[src/rtl/serial_sub_pkg.sv]
// Shared definitions for the bit-serial subtractor: FSM encoding and the
// one-bit full-subtractor equation.
package serial_sub_pkg;

    localparam logic [1:0] S_IDLE  = 2'd0;
    localparam logic [1:0] S_SHIFT = 2'd1;
    localparam logic [1:0] S_DONE  = 2'd2;

    // Returns {borrow_out, diff} for a - b - borrow_in.
    function automatic logic [1:0] full_sub(input logic a, input logic b, input logic bin);
        logic d;
        logic bout;
        d    = a ^ b ^ bin;
        bout = (~a & b) | (~(a ^ b) & bin);
        return {bout, d};
    endfunction

endpackage

[src/rtl/full_subtractor_bit.sv]
// Combinational one-bit full subtractor cell used by the serial datapath.
module full_subtractor_bit
    import serial_sub_pkg::*;
(
    input  logic a_in,
    input  logic b_in,
    input  logic borrow_in,
    output logic diff_out,
    output logic borrow_out
);

    assign {borrow_out, diff_out} = full_sub(a_in, b_in, borrow_in);

endmodule

[src/rtl/serial_subtractor.sv]
// Bit-serial a_in - b_in, LSB first, one full-subtractor cell per clock,
// with valid/ready handshakes on operand and result sides.
module serial_subtractor
    import serial_sub_pkg::*;
#(
    parameter int unsigned WIDTH = 8
) (
    input  logic             clk_in,
    input  logic             rst_n_in,
    input  logic             valid_in,
    output logic             ready_out,
    input  logic [WIDTH-1:0] a_in,
    input  logic [WIDTH-1:0] b_in,
    output logic             valid_out,
    input  logic             ready_in,
    output logic [WIDTH-1:0] diff_out,
    output logic             borrow_out,
    output logic             overflow_out,
    output logic             busy_out
);

    localparam int unsigned CNT_W = $clog2(WIDTH);

    logic [1:0]       state_q, state_d;
    logic [WIDTH-1:0] a_sr_q, a_sr_d;
    logic [WIDTH-1:0] b_sr_q, b_sr_d;
    logic [WIDTH-1:0] res_q, res_d;
    logic [CNT_W-1:0] cnt_q, cnt_d;
    logic             br_q, br_d;
    logic             a_msb_q, a_msb_d;
    logic             b_msb_q, b_msb_d;
    logic [WIDTH-1:0] diff_q, diff_d;
    logic             borrow_q, borrow_d;
    logic             ovf_q, ovf_d;
    logic             valid_q, valid_d;
    logic             busy_q, busy_d;
    logic             ready_q, ready_d;

    logic bit_diff;
    logic bit_borrow;
    logic accept_c;
    logic last_c;

    full_subtractor_bit u_cell (
        .a_in       (a_sr_q[0]),
        .b_in       (b_sr_q[0]),
        .borrow_in  (br_q),
        .diff_out   (bit_diff),
        .borrow_out (bit_borrow)
    );

    assign accept_c = (state_q == S_IDLE) && valid_in;
    assign last_c   = (state_q == S_SHIFT) && (cnt_q == CNT_W'(WIDTH - 1));

    // State register
    always_ff @(posedge clk_in or negedge rst_n_in) begin
        if (!rst_n_in) begin
            state_q <= S_IDLE;
        end else begin
            state_q <= state_d;
        end
    end

    // Next-state logic
    always_comb begin
        state_d = state_q;
        case (state_q)
            S_IDLE:  if (accept_c) state_d = S_SHIFT;
            S_SHIFT: if (last_c)   state_d = S_DONE;
            S_DONE:  if (ready_in) state_d = S_IDLE;
            default: state_d = S_IDLE;
        endcase
    end

    // Output decode from the next state so the flopped outputs track the state
    always_comb begin
        valid_d = (state_d == S_DONE);
        busy_d  = (state_d == S_SHIFT) || (state_d == S_DONE);
        ready_d = (state_d == S_IDLE);
    end

    // Serial datapath and result capture; results only change on entry to DONE
    always_comb begin
        a_sr_d   = a_sr_q;
        b_sr_d   = b_sr_q;
        res_d    = res_q;
        cnt_d    = cnt_q;
        br_d     = br_q;
        a_msb_d  = a_msb_q;
        b_msb_d  = b_msb_q;
        diff_d   = diff_q;
        borrow_d = borrow_q;
        ovf_d    = ovf_q;
        if (accept_c) begin
            a_sr_d  = a_in;
            b_sr_d  = b_in;
            br_d    = 1'b0;
            cnt_d   = '0;
            a_msb_d = a_in[WIDTH-1];
            b_msb_d = b_in[WIDTH-1];
        end else if (state_q == S_SHIFT) begin
            a_sr_d = {1'b0, a_sr_q[WIDTH-1:1]};
            b_sr_d = {1'b0, b_sr_q[WIDTH-1:1]};
            res_d  = {bit_diff, res_q[WIDTH-1:1]};
            br_d   = bit_borrow;
            cnt_d  = cnt_q + CNT_W'(1);
            if (last_c) begin
                diff_d   = {bit_diff, res_q[WIDTH-1:1]};
                borrow_d = bit_borrow;
                ovf_d    = (a_msb_q != b_msb_q) && (bit_diff != a_msb_q);
            end
        end
    end

    always_ff @(posedge clk_in or negedge rst_n_in) begin
        if (!rst_n_in) begin
            a_sr_q   <= '0;
            b_sr_q   <= '0;
            res_q    <= '0;
            cnt_q    <= '0;
            br_q     <= 1'b0;
            a_msb_q  <= 1'b0;
            b_msb_q  <= 1'b0;
            diff_q   <= '0;
            borrow_q <= 1'b0;
            ovf_q    <= 1'b0;
            valid_q  <= 1'b0;
            busy_q   <= 1'b0;
            ready_q  <= 1'b1;
        end else begin
            a_sr_q   <= a_sr_d;
            b_sr_q   <= b_sr_d;
            res_q    <= res_d;
            cnt_q    <= cnt_d;
            br_q     <= br_d;
            a_msb_q  <= a_msb_d;
            b_msb_q  <= b_msb_d;
            diff_q   <= diff_d;
            borrow_q <= borrow_d;
            ovf_q    <= ovf_d;
            valid_q  <= valid_d;
            busy_q   <= busy_d;
            ready_q  <= ready_d;
        end
    end

    assign diff_out     = diff_q;
    assign borrow_out   = borrow_q;
    assign overflow_out = ovf_q;
    assign valid_out    = valid_q;
    assign busy_out     = busy_q;
    assign ready_out    = ready_q;

endmodule

[config.mk]
export PLATFORM = sky130hd
export DESIGN_NAME = serial_subtractor
export DESIGN_NICKNAME = d
export VERILOG_FILES = /design/src/rtl/serial_sub_pkg.sv /design/src/rtl/full_subtractor_bit.sv /design/src/rtl/serial_subtractor.sv
export SDC_FILE = /design/constraint.sdc
export NUM_CORES = 1
export LEC_CHECK = 0
export CAP_MARGIN = 20
export CORE_ASPECT_RATIO = 1.4
export CORE_UTILIZATION = 46
export CTS_CLUSTER_SIZE = 16
export DETAILED_ROUTE_END_ITERATION = 12
export GPL_ROUTABILITY_DRIVEN = 0
export HOLD_SLACK_MARGIN = 0.12
export PLACE_DENSITY = 0.71
export RECOVER_POWER = 25
export SYNTH_ARGS = -nofsm -noshare
export SYNTH_HDL_FRONTEND = slang
export SYNTH_SLANG_ARGS = --single-unit
[constraint.sdc]
create_clock -name clk_in -period 1.35 [get_ports clk_in]
set_input_delay 0.3375 -clock clk_in [delete_from_list [all_inputs] [get_ports clk_in]]
set_output_delay 0.3375 -clock clk_in [all_outputs]
set_load 0.03 [all_outputs]
==> reports/qor.txt <==
outcome: finished, violations left
violated checks: setup timing
Die Width: 56.0 um
Synth Area in Simple Gates: 14.1%
Synth Area in XOR/XNOR: 0%
most frequent cells in the layout: nand2_1 (47), dfrtp_1 (41), buf_4 (23)
area share of the largest cell type after synthesis: 57.3%
Critical Path RT: 1.55 ns
Worst Path Class, Setup: register to register
R2R Setup Slk: -0.07 ns
DP HPWL: 2490 um
Remaining DRCs: 0
total CTS buffers: 5
crit path time final: 1.42 ns
Max Clock Freq: 0.706 GHz
clk_skew: 0.00765 ns
Power per Cell Area: 2360 nW/um^2
fin crit share: 105%
die height: 77.6 um
commonest non-fill, non-tap cell in the layout: nand2_1
final setup violation count: 8
Adder-Cell Fraction of Synth Area: 3.73%
1st-pass router iterations: 4
share of layout cells above drive strength 1: 29.2%
Synth Warn #: 0
initial core utilization: 48.0%
R2R Path End: busy_out
Max VDD drop: 1520 uV
Via density: 5.14
mapped cell area: 1880 sq um
largest net degree at the start of global routing: 34
element type at the critical path start: register
standard cell core area: 3920 sq um
Post-synth EDFFs: 0
reg2reg start: cnt_q[0]
Min-Delay Path Depth: 2
DR vias: 1,310
vias in the first global route: 1,407
final net count: 236
worst setup path start: cnt_q[0]
final hold violations: 0
Synth async-reset ratio: 100%
CTS Sinks: 44
HP Class: register to register
Slew Limit Fails: 0
Overall Global Routing Usage: 19.3%
WL final: 3600 um
Mapped Nets: 187
RSZ-0062 raised after global routing: yes
Critical Path AT: 1.61 ns
Ports: 33
total power: 5.94 mW
Synth cell types: 26
CTS max path bufs: 2
DRT iter0 DRCs: 15
CTS root buf: clkbuf_8
CTS tree: yes
Synth Area in Compound Gates: 7.59%
Port-buffer cells: 32
grt total ovfl: 0
mux contribution to synthesized area: 12.6%
crit end category: register
post-synth top area cell: dfrtp_1
Die Area: 4350 sq um
Worst-Skew Late Latency: 0.30 ns
largest family of logic cells by synthesized area: simple AND/OR/NAND/NOR gates
initial antenna violation count: 0
Slew headroom: 49.6%
diode count: 0
std cell rows: 27
Yosys reg bits: 44
Clock Pin Slew Worst Setup and Hold Paths: 0.09 ns
Place WS: -0.292 ns
Worst Tran Pin Value: 0.756 ns
main flop type after synthesis: dfrtp_1
Leakage: 1.23 nW
Mapped Avg Cell Area: 11.6 sq um
Max FO, Critical Path: 7
Register-to-Register Path Depth: 5
Synth area leaders: dfrtp_1 (57%), nand2_1 (9.4%), mux2i_1 (5.9%), mux2_2 (3.6%), mux2_4 (3.2%)
antenna viol nets, final: 0
Synth Instances: 162
htree depth: 2
final worst-path setup slack: -0.0673 ns
fillers: 307
drt wl/cell: 14.1 um
Seq/Total Area, Yosys: 58.7%
Critical Path Sink: busy_out
first-pass GRT wire length: 6410 um
max_cap viols: 0
Layout area overhead: 34.1%
[stage by stage]
stage	instance area, sq um	util, %	TNS (ns)	cells	hold WS [ns]
global route	2520	64.3	-2.14	255	0.521
finish	2520	64.3	-0.243	255	0.491
CTS	2470	62.9	-0.232	251	0.469
detailed placement	2290	58.5	-6.20	239	0.250
global placement	2290	58.5	-5.75	239	0.239
floorplan	1910	-	-0.102	162	0.0419
[repair_timing]
action                                  4_1_cts  5_1_grt
endpoints found under the hold margin        10        0
hold buffers                                  1        0
pin swaps                                     2        1
endpoints found under the setup margin       13       31
setup buffers                                 2        4
gates resized for setup                      14        8
cloned                                        1        0
[layer usage]
layer  global-route usage [%]  part of all wire (%)
met5                        0                     0
met1                     21.3                    41
met3                     5.00                   3.3
met2                     35.4                    54
met4                     6.59                   1.9
[where the power goes]
group	internal, mW	total, mW	switching (mW)	leakage (nW)
Combinational	1.31	2.66	1.35	0.623
Clock	0.547	1.00	0.452	0.0541
Sequential	1.90	2.28	0.378	0.554
Total	3.76	5.94	2.18	1.23
[synth_stat cells, types with 2 or more instances]
master	number
mux2i_1	11
mux2_4	4
buf_2	4
o21ai_0	7
a22oi_1	3
nor2_1	3
dfrtp_1	43
a22o_1	2
mux2_2	6
buf_4	2
nor2b_1	2
buf_6	2
nand2_1	47
ha_1	4
o21ai_1	11
[worst min path at each step]
stage,startpoint,end,slack (ns)
final,res_q[1],res_q[1],0.49
after global routing,res_q[7],res_q[6],0.52
after CTS,rst_n_in,valid_out,0.47
after detailed placement,rst_n_in,valid_out,0.25
after global placement,rst_n_in,state_q[0],0.24
after floorplan,rst_n_in,a_msb_q,0.04
[worst max-delay path, stage by stage, from the launching register on]
cell and delay, ns:
dfrtp_1 0.38, ha_2 0.21, ha_4 0.18, nand3b_4 0.16
and2_4 0.19, ha_4 0.20
[state kept, by name, summed over array words and instances (netlist names), 2 cells and up]
name      cells
b_sr_q        8
a_sr_q        8
res_q         7
cnt_q         3
state_q       2
diff_out      8
[cell families (layout without fill, tap and decap cells)]
| logic type | after synthesis | after routing |
|---|---|---|
| adder cells (fa/ha/maj) | 5 | 5 |
| multiplexers | 21 | 21 |
| AND/OR/NAND/NOR | 58 | 59 |
| AO/OA/AOI/OAI | 25 | 25 |
| flip-flops | 44 | 44 |
| buffers and inverters | 9 | 58 |
[final cells by class]
class	count	area, sq um	area share, %
Timing Repair Buffer	49	458	18.2
Inverter	1	3.75	0.149
Sequential cell	44	1100	43.8
Tap cell	43	53.8	2.14
Multi-Input combinational cell	110	788	31.3
Clock buffer	5	68.8	2.73
Clock inverter	3	42.5	1.69
Power figures use the tool's default switching activity.
==> variant (same settings) <==
Put one more register stage on the output `overflow_out`. The value now appears one clock later. The other outputs are not delayed to match.
--- a/src/rtl/serial_subtractor.sv
+++ b/src/rtl/serial_subtractor.sv
@@ -147,5 +147,7 @@
     assign diff_out     = diff_q;
     assign borrow_out   = borrow_q;
-    assign overflow_out = ovf_q;
+    always_ff @(posedge clk_in) begin
+        overflow_out <= ovf_q;
+    end
     assign valid_out    = valid_q;
     assign busy_out     = busy_q;
Function: changed (a bounded check fails within 10 cycles, from zero or initial values and one cycle with rst_n_in low).
==> variant against the original RTL <==
- the flow still finishes with violations (setup timing)
- maximum frequency up 2.5%
- worst setup slack gained 35 ps
- sequential cell count increased by 1
- final area increased by 0.15%
- routed wire length fell by 0.83%
- power decreased by 1.6%
- combinational power is 3% higher
- synthesized area is 1.1% higher
- critical path type unchanged
- largest power group unchanged
==> variant: results (changes against the original RTL) <==
Yosys
  • Area contributors post-synth: dfrtp_1 57%, nand2_1 9.3%, mux2i_1 5.8%
  • FFs w/ async S/R, synth: 97.8% (-2.2 points)
  • Cells after synthesis: 163 (+0.62%)
  • Post-Syn Nets: 188 (+0.53%)
  • Netlist cell types: 27 (+3.8%)
  • Sequential area share after synthesis: 59.1% (+0.44 points)
  • Ys flop type: dfrtp_1

Status
  • Violated checks: setup timing
  • Outcome: complete, but fails checks

Cells and area
  • Final Cell Area: 2520 um2 (+0.15%)
  • Final Net Count: 237 (+0.42%)
  • Layout cells sized above 1: 30.0% (+0.80 points)
  • Number of fillers in the final layout: 329 (+7.2%)

Routing
  • WL met2: 1960 um (+0.41%)
  • Vias: 1325 (+1.1%)
  • DR WL/cell: 14.0 um (-1.2%)
  • Average vias per placed instance: 5.18 (+0.75%)
  • Routed wl met3: 148 um (+23%)
  • Initial DRC count: 58 (+43)
  • Metal1 wirelength: 1410 um (-3.5%)

CTS
  • Post-cts gate resize count: 17 (+3)
  • CTS Buffer Depth: 2 (unchanged)
  • Num CTS Buffers: 5 (unchanged)

Global routing
  • Met3 GRT Util: 4.45% (-0.55 points)
  • Pin count of the biggest net entering global routing: 45 (+32%)
  • Total GRT Usage: 18.2% (-1.1 points)
  • First-pass GRT wire length: 6050 um (-5.6%)
  • Initial antenna violation count: 0 (unchanged)
  • Vias in the first global route: 1381 (-1.8%)
  • M1 GR Usage: 19.8% (-1.5 points)
  • Grt met2 use: 33.7% (-1.7 points)

STA
  • Final setup vio count: 2 (-6)
  • Final TNS setup: -61.0 ps (+182 ps)
  • Clk_skew: 3.01 ps (-4.63 ps)
  • Final Worst Setup Slack: -32.6 ps (+34.8 ps)
  • Worst Hold Slack: 378 ps (-113 ps)
  • Slew @ Worst Pin: 588 ps (-167 ps)

Pwr
  • LEAKAGE: 1.24 nW (+0.35%)
  • Maximum VDD drop: 1320 uV (-13%)

Place
  • Post-DP HPWL: 2480 um (-0.18%)
  • Cell Area, Placed: 2310 um2 (+0.76%)
  • Dpl ws: -365 ps (-73.1 ps)

Critical path
  • CP arrival: 1570 ps (-40 ps)
  • Crit Path Max Fanout: 6 (-1)
-- variant: changes by cell type in the layout (fill, tap and decap cells not counted), sizes merged --
cell           unedited run  this run
clkinv                    1         2
dfxtp                     0         1
clkdlybuf4s15             2         3
bufinv                    1         0
clkbuf                    6         7
buf                      27        26
clkinvlp                  1         0
-- variant: final cells by class --
cell class	count	share of cell area, %
timing repair buffer	49	18.0
clock buffer	6	2.88
multi-input combinational	110	31.9
tap	43	2.13
sequential	45	44.6
inverter	1	0.149
clock inverter	2	0.397
-- variant: report_power, final --
group / switching, mW / leakage (nW) / total [mW] / internal [mW]
Combinational: 1.37 / 0.628 / 2.73 / 1.36
Clock: 0.438 / 0.0450 / 0.797 / 0.359
Sequential: 0.373 / 0.563 / 2.32 / 1.94
-- variant: cells by family after synthesis --
group | count (synthesis) | share of synthesized area (%)
adders and majority gates | 5 | 3.69
buffers and inverters | 9 | 3.23
muxes | 21 | 12.5
DFF | 45 | 59.1
and+or+nand+nor | 58 | 14.0
AOI/OAI and AO/OA | 25 | 7.51
-- variant: worst max-delay path: stages (launching register included) --
cell      delay, ps
dfrtp_1         390
ha_2            200
ha_4            190
nand3b_4        150
and2_4          170
ha_4            180
-- variant: final timing paths --
check,from,endpoint,cells past startpoint
max,cnt_q[1]$_DFFE_PN0P_,busy_out$_DFF_PN0_,5
max reg2reg,cnt_q[1]$_DFFE_PN0P_,busy_out$_DFF_PN0_,5
min,ovf_q$_DFFE_PN0P_,overflow_out$_DFF_P_,0
max in group asynchronous,rst_n_in,state_q[0]$_DFF_PN0_,3
min reg2reg,ovf_q$_DFFE_PN0P_,overflow_out$_DFF_P_,0
min in group asynchronous,rst_n_in,diff_out[2]$_DFFE_PN0P_,3
